**config.mk**
```make
export PLATFORM = sky130hd
export DESIGN_NAME = ads41_delay_cal
export DESIGN_NICKNAME = d
export VERILOG_FILES = /design/src/rtl/ads41_delay_cal.sv
export SDC_FILE = /design/constraint.sdc
export NUM_CORES = 1
export LEC_CHECK = 0
export CORE_MARGIN = 2
export CORE_UTILIZATION = 52
export CTS_CLUSTER_DIAMETER = 80
export CTS_CLUSTER_SIZE = 28
export DETAILED_ROUTE_END_ITERATION = 6
export PLACE_DENSITY = 0.75
export SYNTH_ARGS = -nofsm -noshare
export SYNTH_HDL_FRONTEND = slang
export SYNTH_SLANG_ARGS = --single-unit
```
**constraint.sdc**
```tcl
create_clock -name clk -period 26.2 [get_ports clk]
set_clock_uncertainty 0.15 [all_clocks]
set_input_delay 2.62 -clock clk [delete_from_list [all_inputs] [get_ports clk]]
set_output_delay 2.62 -clock clk [all_outputs]
set_load 0.03 [all_outputs]
```
**src/rtl/ads41_delay_cal.sv**
```systemverilog
// ADS41 IDELAY calibration: sweeps one shared tap over every data lane, keeps each lane's widest
// passing window and loads its centre. Define ADS41_CAL_OVR_EN to also strobe/load each channel's OVR lane.
module ads41_delay_cal #(
  parameter int               NCHANS   = 2,
  parameter int               NBITS    = 12,
  parameter logic [NBITS-1:0] EXPECT   = 12'hAAA,
  parameter int               NTAPS    = 32,
  parameter int               SETTLE   = 16,
  parameter int               NSAMPLES = 64
) (
  input  logic                      clk,
  input  logic                      rst,
  input  logic                      start,
  input  logic [NCHANS*NBITS-1:0]   d_in,
  output logic [4:0]                idelay_val,
  output logic [NCHANS*16-1:0]      idelay_ld,
  output logic                      busy,
  output logic                      done,
  output logic                      fail,
  input  logic [7:0]                lane_sel,
  output logic [4:0]                lane_center,
  output logic [5:0]                lane_width
);
  localparam int L      = NBITS / 2;
  localparam int NLANES = NCHANS * L;
`ifdef ADS41_CAL_OVR_EN
  localparam int LAST_SUB = L;
`else
  localparam int LAST_SUB = L - 1;
`endif

  typedef enum logic [2:0] {S_IDLE, S_LOAD, S_SETTLE, S_SAMPLE, S_NEXT, S_APPLY, S_DONE} state_t;
  state_t state_reg, state_next;

  logic [4:0]        tap_reg;
  logic [15:0]       cnt_reg;
  logic [7:0]        apply_ch_reg;
  logic [7:0]        apply_sub_reg;
  logic              fail_reg;
  logic [NLANES-1:0] pass_reg;
  logic [NLANES-1:0] lane_ok;
  logic [4:0]        cur_start_reg  [NLANES];
  logic [5:0]        cur_len_reg    [NLANES];
  logic [4:0]        best_start_reg [NLANES];
  logic [5:0]        best_len_reg   [NLANES];
  logic [4:0]        center_w       [NLANES];
  logic [7:0]        apply_lane;
  logic [4:0]        apply_center;
  logic [5:0]        apply_len;
  logic              apply_last;

  genvar gi, gj;
  generate
    for (gi = 0; gi < NCHANS; gi++) begin : g_ch
      for (gj = 0; gj < L; gj++) begin : g_lane
        assign lane_ok[gi*L+gj] = (d_in[gi*NBITS+2*gj +: 2] == EXPECT[2*gj +: 2]);
      end
    end
    for (gi = 0; gi < NLANES; gi++) begin : g_center
      assign center_w[gi] = best_start_reg[gi] + 5'(best_len_reg[gi] >> 1);
    end
  endgenerate

  // The OVR slot (sub == L) reuses the channel's lane-0 result.
  assign apply_lane = 8'(apply_ch_reg * 8'(L)) + ((apply_sub_reg >= 8'(L)) ? 8'd0 : apply_sub_reg);
  assign apply_last = (apply_ch_reg == 8'(NCHANS-1)) && (apply_sub_reg == 8'(LAST_SUB));
  assign fail       = fail_reg;

  always_comb begin
    lane_center  = 5'd0;
    lane_width   = 6'd0;
    apply_center = 5'd0;
    apply_len    = 6'd0;
    for (int l = 0; l < NLANES; l++) begin
      if (lane_sel == 8'(l)) begin
        lane_center = center_w[l];
        lane_width  = best_len_reg[l];
      end
      if (apply_lane == 8'(l)) begin
        apply_center = center_w[l];
        apply_len    = best_len_reg[l];
      end
    end
  end

  always_comb begin
    state_next = state_reg;
    idelay_val = 5'd0;
    idelay_ld  = '0;
    busy       = 1'b1;
    done       = 1'b0;
    case (state_reg)
      S_IDLE: begin
        busy = 1'b0;
        if (start) state_next = S_LOAD;
      end
      S_LOAD: begin
        idelay_val = tap_reg;
        for (int c = 0; c < NCHANS; c++)
          for (int b = 0; b <= LAST_SUB; b++)
            idelay_ld[c*16+b] = 1'b1;
        state_next = (SETTLE == 0) ? S_SAMPLE : S_SETTLE;
      end
      S_SETTLE: if (cnt_reg == 16'(SETTLE-1)) state_next = S_SAMPLE;
      S_SAMPLE: if (cnt_reg == 16'(NSAMPLES-1)) state_next = S_NEXT;
      S_NEXT:   state_next = (tap_reg == 5'(NTAPS-1)) ? S_APPLY : S_LOAD;
      S_APPLY: begin
        idelay_val = apply_center;
        for (int c = 0; c < NCHANS; c++)
          for (int b = 0; b <= LAST_SUB; b++)
            if (apply_ch_reg == 8'(c) && apply_sub_reg == 8'(b)) idelay_ld[c*16+b] = 1'b1;
        if (apply_last) state_next = S_DONE;
      end
      S_DONE: begin
        busy       = 1'b0;
        done       = 1'b1;
        state_next = S_IDLE;
      end
      default: state_next = S_IDLE;
    endcase
  end

  always_ff @(posedge clk or posedge rst) begin
    if (rst) state_reg <= S_IDLE;
    else     state_reg <= state_next;
  end

  always_ff @(posedge clk or posedge rst) begin
    if (rst) begin
      tap_reg       <= 5'd0;
      cnt_reg       <= 16'd0;
      apply_ch_reg  <= 8'd0;
      apply_sub_reg <= 8'd0;
      fail_reg      <= 1'b0;
      pass_reg      <= '0;
      for (int l = 0; l < NLANES; l++) begin
        cur_start_reg[l]  <= 5'd0;
        cur_len_reg[l]    <= 6'd0;
        best_start_reg[l] <= 5'd0;
        best_len_reg[l]   <= 6'd0;
      end
    end else begin
      case (state_reg)
        S_IDLE: if (start) begin
          tap_reg       <= 5'd0;
          cnt_reg       <= 16'd0;
          apply_ch_reg  <= 8'd0;
          apply_sub_reg <= 8'd0;
          fail_reg      <= 1'b0;
          for (int l = 0; l < NLANES; l++) begin
            cur_start_reg[l]  <= 5'd0;
            cur_len_reg[l]    <= 6'd0;
            best_start_reg[l] <= 5'd0;
            best_len_reg[l]   <= 6'd0;
          end
        end
        S_LOAD: begin
          cnt_reg  <= 16'd0;
          pass_reg <= '1;
        end
        S_SETTLE: cnt_reg <= (cnt_reg == 16'(SETTLE-1)) ? 16'd0 : cnt_reg + 16'd1;
        S_SAMPLE: begin
          cnt_reg  <= cnt_reg + 16'd1;
          pass_reg <= pass_reg & lane_ok;
        end
        S_NEXT: begin
          tap_reg <= tap_reg + 5'd1;
          // Strict '>' keeps the earliest of equally wide windows.
          for (int l = 0; l < NLANES; l++) begin
            if (pass_reg[l]) begin
              if (cur_len_reg[l] == 6'd0) cur_start_reg[l] <= tap_reg;
              cur_len_reg[l] <= cur_len_reg[l] + 6'd1;
              if (cur_len_reg[l] + 6'd1 > best_len_reg[l]) begin
                best_start_reg[l] <= (cur_len_reg[l] == 6'd0) ? tap_reg : cur_start_reg[l];
                best_len_reg[l]   <= cur_len_reg[l] + 6'd1;
              end
            end else begin
              cur_len_reg[l] <= 6'd0;
            end
          end
        end
        S_APPLY: begin
          if (apply_len == 6'd0) fail_reg <= 1'b1;
          if (apply_sub_reg == 8'(LAST_SUB)) begin
            apply_sub_reg <= 8'd0;
            apply_ch_reg  <= apply_ch_reg + 8'd1;
          end else begin
            apply_sub_reg <= apply_sub_reg + 8'd1;
          end
        end
        default: ;
      endcase
    end
  end
endmodule
```
Word level (Yosys, flattened, before mapping)
Cells that the tools add are included.
{"block": "classes", "n_addsub": 29, "multipliers": 1, "div_mod_pow": 0, "n_lt_le_gt_ge": 13, "eq_ne": 79, "n_shift": 0, "muxes": 176, "bitwise": 1, "n_reduce_logical": 65}
{"operator": "two-way mux 5 bit", "count": 73}
{"operator": "two-way mux 6 bit", "count": 60}
{"operator": "case mux 72 bit (2 select lines)", "count": 2}
{"operator": "case mux 60 bit (2 select lines)", "count": 2}
{"operator": "equality test 8 x 3 -> 1 bit, second input constant", "count": 10}
{"operator": "logical NOT 6 bit", "count": 13}
{"operator": "adder 6 x 1 -> 6 bit, second input constant", "count": 12}
{"operator": "greater-than comparator 6 bit", "count": 12}
{"operator": "two-way mux 72 bit", "count": 1}
{"operator": "equality test 8 x 4 -> 1 bit, second input constant", "count": 8}
{"operator": "case mux 16 bit (4 select lines)", "count": 1}
{"operator": "adder 5 bit", "count": 12}
{"operator": "two-way mux 60 bit", "count": 1}
{"operator": "!= test 2 bit, second input constant", "count": 30}
{"operator": "AND reduction 4 bit", "count": 13}
{"operator": "equality test 8 x 2 -> 1 bit, second input constant", "count": 6}
{"operator": "AND reduction 3 bit", "count": 14}
{"operator": "equality test 8 x 1 -> 1 bit, second input constant", "count": 4}
{"operator": "logical NOT 8 bit", "count": 4}
{"operator": "two-way mux 16 bit", "count": 2}
{"operator": "two-way mux 8 bit", "count": 4}
{"operator": "case mux 8 bit (2 select lines)", "count": 2}
{"operator": "equality test 2 bit, second input constant", "count": 12}
{"operator": "case mux 12 bit (2 select lines)", "count": 1}
{"operator": "25 further kinds", "count": 65}
{"block": "word_totals", "register_bits": 317, "latchBits": 0, "ram_bits": 0, "rom_bits": 0, "inputBits": 35, "out_inout_bits": 51, "elab_cells": 419, "n_memories": 0}

Longest topological paths before layout
{"block": "logic_depth", "ltp_word": 19, "ltp_mapped": 15, "ltp_nobuf": 14}

Worst setup path before layout
Ideal clock, no wire load.
{"block": "synth_path", "path_type": "input to output", "from": "in lane_sel[5]", "to": "out lane_center[1]", "t_arrival_ns": 4.882, "required_ns": 23.430, "slack_ns": 18.548, "stages": 6, "path_buffers": 1, "cell_sequence": "or4_1 nor3b_1 and3_1 clkbuf_1 a22oi_1 a31oi_1"}
{"block": "synth_via", "elab_chain_len": 13, "word_cells_on_any_way": 24, "cone_classes": "11 x eq/ne; 12 x mux; 1 x reduce/logical"}
{"element": "start, declared", "line": "20", "rtl": "input logic [7:0] lane_sel,"}
{"element": "logical NOT 8 bit", "line": "75", "rtl": "if (lane_sel == 8'(l)) begin"}
{"element": "two-way mux 5 bit (11 in a row)", "line": "75"}
{"element": "two-way mux 5 bit (*)", "line": "75"}
{"element": "end, declared", "line": "21", "rtl": "output logic [4:0] lane_center,"}
Every way passes the cells marked *; elsewhere a longest branch is shown, timed or not.

Worst setup path in the final report
{"block": "layout_path", "from": "in lane_sel[5]", "to": "out lane_center[0]"}
Same word-level chain as after synthesis.

==> out/metrics.cfg <==
[synth]
syn_area_mm2=0.0216
async_reset_ff_frac=1.00
synthCells=2355
ys_seq_elements=317
synth_cell_types=71
ys.flop_type=dfrtp_1
synth-seq-area-share=0.368
synth_edf_count=0
yosysWarningCount=0
syn_avg_cell_area_um2=9.16

[floorplan]
core.rowCount=74
dieHeight_um=208
core_area_mm2=0.0409
num_io_pins=86
initial_core_util=0.527
die_area_mm2=0.0431
die_x_um=208

[timing]
hold_viol=0
fmax_mhz=113
tightest_slew_ns=1.22
fin_crit_ns=8.85
rsz0062_at_grt=false
fin_ws_ns=17.35
fin_crit_sh=0.338
relSlewSlack=0.176
setup-tns-final_ns=0
setup_violations=0
slew_violations=0

[drt]
drc=0
drt_first_pass_iters=7
via_count=17700
wl_um=60800
routedWlPerCell_um=21.0
first_iter_violations=1608
viasPerCell=6.10
ant_nets=0

[place]
pre_cts_slack_ns=17.40
hpwl_um=44100
place.gp.congestion=0.951
io_buffers=65

[critical_path]
cpPeakStageDelay_ns=0.78
crit_type=in2out
path_cells=clkdlybuf4s50_1 > or4_1 > or3b_2 > nor2_1 > o21a_1 > a21oi_1 > o21ai_0 > clkdlybuf4s50_1
critPathLaunchType=input port
crit_fanout=6
critPathTopFamily=simple AND/OR/NAND/NOR gates
cpMaxStageDelayCell=clkdlybuf4s50_1
cp_num_buf_inv=2
crit_required_ns=23.43
path_common_cell=clkdlybuf4s50_1
critical_path_arrival_ns=6.08
endpoint_kind=output port

[global_route]
grt_max_degree=114
grt_pass1_vias=17300
overflow=0
antenna_found_initial=0
grtUsageTotal=0.280
grt_pass1_wl_um=96900

[job]
cap_violations=0

[cts]
clock_sinks=317
cts_setup_buffers=0
root_buffer=clkbuf_16
htreeDepth=1
clk_path_buf_depth=3
cts_inserted_buffers=21
cts_tree=built
cts_hold_buf=0
clkTransAtPathRegs_ns=0.10
clock_latency_ns=0.58
cts_resized=0

[finish]
antenna-diode-count=0
fillers=3558
drive_gt1_frac=0.0900
area_delta_synth_final_pct=8.21
nNetsFinal=2569

[min_path]
hp-class=reg2reg

[power]
leakage_nw=10.5
p_per_area_mw_per_mm2=39.6
ir_drop_uv=35.2

[run_status]
status=complete, no violations

[final timing paths]
kind	slack (ns)	from	depth (start not counted)	end
worst max-delay path	17.35	lane_sel[5]	8	lane_center[0]
max in group asynchronous	21.19	rst	4	apply_sub_reg[3]$_DFFE_PP0P_
worst min-delay path	0.34	cur_start_reg[14]$_DFFE_PP0P_	2	cur_start_reg[14]$_DFFE_PP0P_
worst max register to register	21.58	apply_sub_reg[4]$_DFFE_PP0P_	13	fail$_DFFE_PP0P_
worst min register to register	0.34	cur_start_reg[14]$_DFFE_PP0P_	2	cur_start_reg[14]$_DFFE_PP0P_
min in group asynchronous	2.48	rst	2	cur_len_reg[39]$_DFFE_PP0P_
[cells by family after synthesis]
logic type	count (synthesis)	share of synthesized area
AOI/OAI and AO/OA	525	0.148
other	1	0.000174
adders and majority gates	181	0.110
muxes	231	0.123
DFF	317	0.368
buffers and inverters	271	0.0522
xor gates and xnor gates	118	0.0479
and+or+nand+nor	711	0.151
[Yosys cell counts, types with 4 or more instances]
cell type    n  share of area
o211ai_1     6         0.0021
a22oi_1     10         0.0035
a32o_1       4         0.0019
o22a_1      12         0.0049
nand2b_1    16         0.0046
buf_1       10         0.0017
nand3b_1     4         0.0014
a221oi_1     5         0.0020
xor2_1      71          0.029
and3_1      25         0.0072
xnor2_1     47          0.019
o22ai_1      5         0.0014
nor3_1      20         0.0046
mux2i_1     98          0.045
a32oi_1      4         0.0016
mux2_2     118          0.062
nor2b_1     33         0.0096
a22o_1      15         0.0061
o21a_1      32          0.011
nor4_1      18         0.0052
a31oi_1     11         0.0032
dfrtp_1    317           0.37
inv_1      134          0.023
buf_4       24         0.0084
o31a_1      12         0.0049
nand3_1     78          0.018
clkbuf_1    97          0.017
a211oi_1     8         0.0028
or4_1        7         0.0024
o31ai_1      7         0.0024
a222oi_1     5         0.0023
mux4_2      15          0.016
ha_1       167          0.097
and2_1      28         0.0081
nand2_1    259          0.045
nand4_1     17         0.0049
a21oi_1     78          0.018
buf_2        4        0.00093
a21o_1      34          0.012
fa_1        14          0.013
nor2_1     187          0.033
o21ai_0    256          0.059
[metrics by stage]
stage	hold WS, ns	total power [mW]	utilization	std cells	cell area (um2)
2_1_floorplan	0.299	0.539	-	2378	21700
3_3_place_gp	0.311	0.551	0.552	2862	22600
3_5_place_dp	0.319	0.553	0.552	2862	22600
4_1_cts	0.341	0.930	0.571	2899	23300
5_1_grt	0.359	0.955	0.571	2899	23300
6_report	0.339	0.926	0.571	2899	23300
[layer usage]
metal  wire [um]  track usage
met5           0            0
met4        2110       0.0939
met3        3970       0.0362
met2       28600        0.461
met1       26100        0.383
[power by group]
| group | total (mW) | switching [mW] | internal, mW |
|---|---|---|---|
| combinational | 0.0540 | 0.0362 | 0.0178 |
| clock | 0.382 | 0.208 | 0.174 |
| sequential | 0.490 | 0.000468 | 0.489 |
[worst reg2reg max path: cells and delay by family (launching register included)]
| kind | cells | cell delay (ns) |
|---|---|---|
| AND/OR/NAND/NOR | 5 | 1.71 |
| adder cells (fa/ha/maj) | 2 | 1.29 |
| buffers and inverters | 1 | 0.05 |
| flip-flops | 1 | 0.43 |
| AO/OA/AOI/OAI | 5 | 0.90 |
[placed cells by master, fill, tap and decap left out, types with 20 or more instances in the layout]
cell type / synthesis / routed
a21o_1: 34 / 34
and3_1: 25 / 25
nand2_1: 259 / 259
nor2_1: 187 / 186
clkbuf_16: 0 / 21
ha_1: 167 / 166
clkdlybuf4s50_1: 0 / 63
xor2_1: 71 / 71
conb_1: 1 / 24
buf_4: 24 / 24
o21a_1: 32 / 32
xnor2_1: 47 / 47
dfrtp_1: 317 / 317
and2_1: 28 / 28
mux2_2: 118 / 118
o21ai_0: 256 / 255
nor3_1: 20 / 20
inv_1: 134 / 133
nor2b_1: 33 / 32
nand3_1: 78 / 78
mux2i_1: 98 / 98
a21oi_1: 78 / 78
[final cells by class]
type                       count  area (um2)  share of cell area
inverter                     134         510              0.0219
timing repair buffer          89         821              0.0352
sequential                   317        7930               0.340
clock inverter                16         248              0.0106
tap                          532         666              0.0285
clock buffer                  21         526              0.0225
multi-input combinational   1790       12600               0.542
Note: power is estimated with default switching activity, not from simulation.
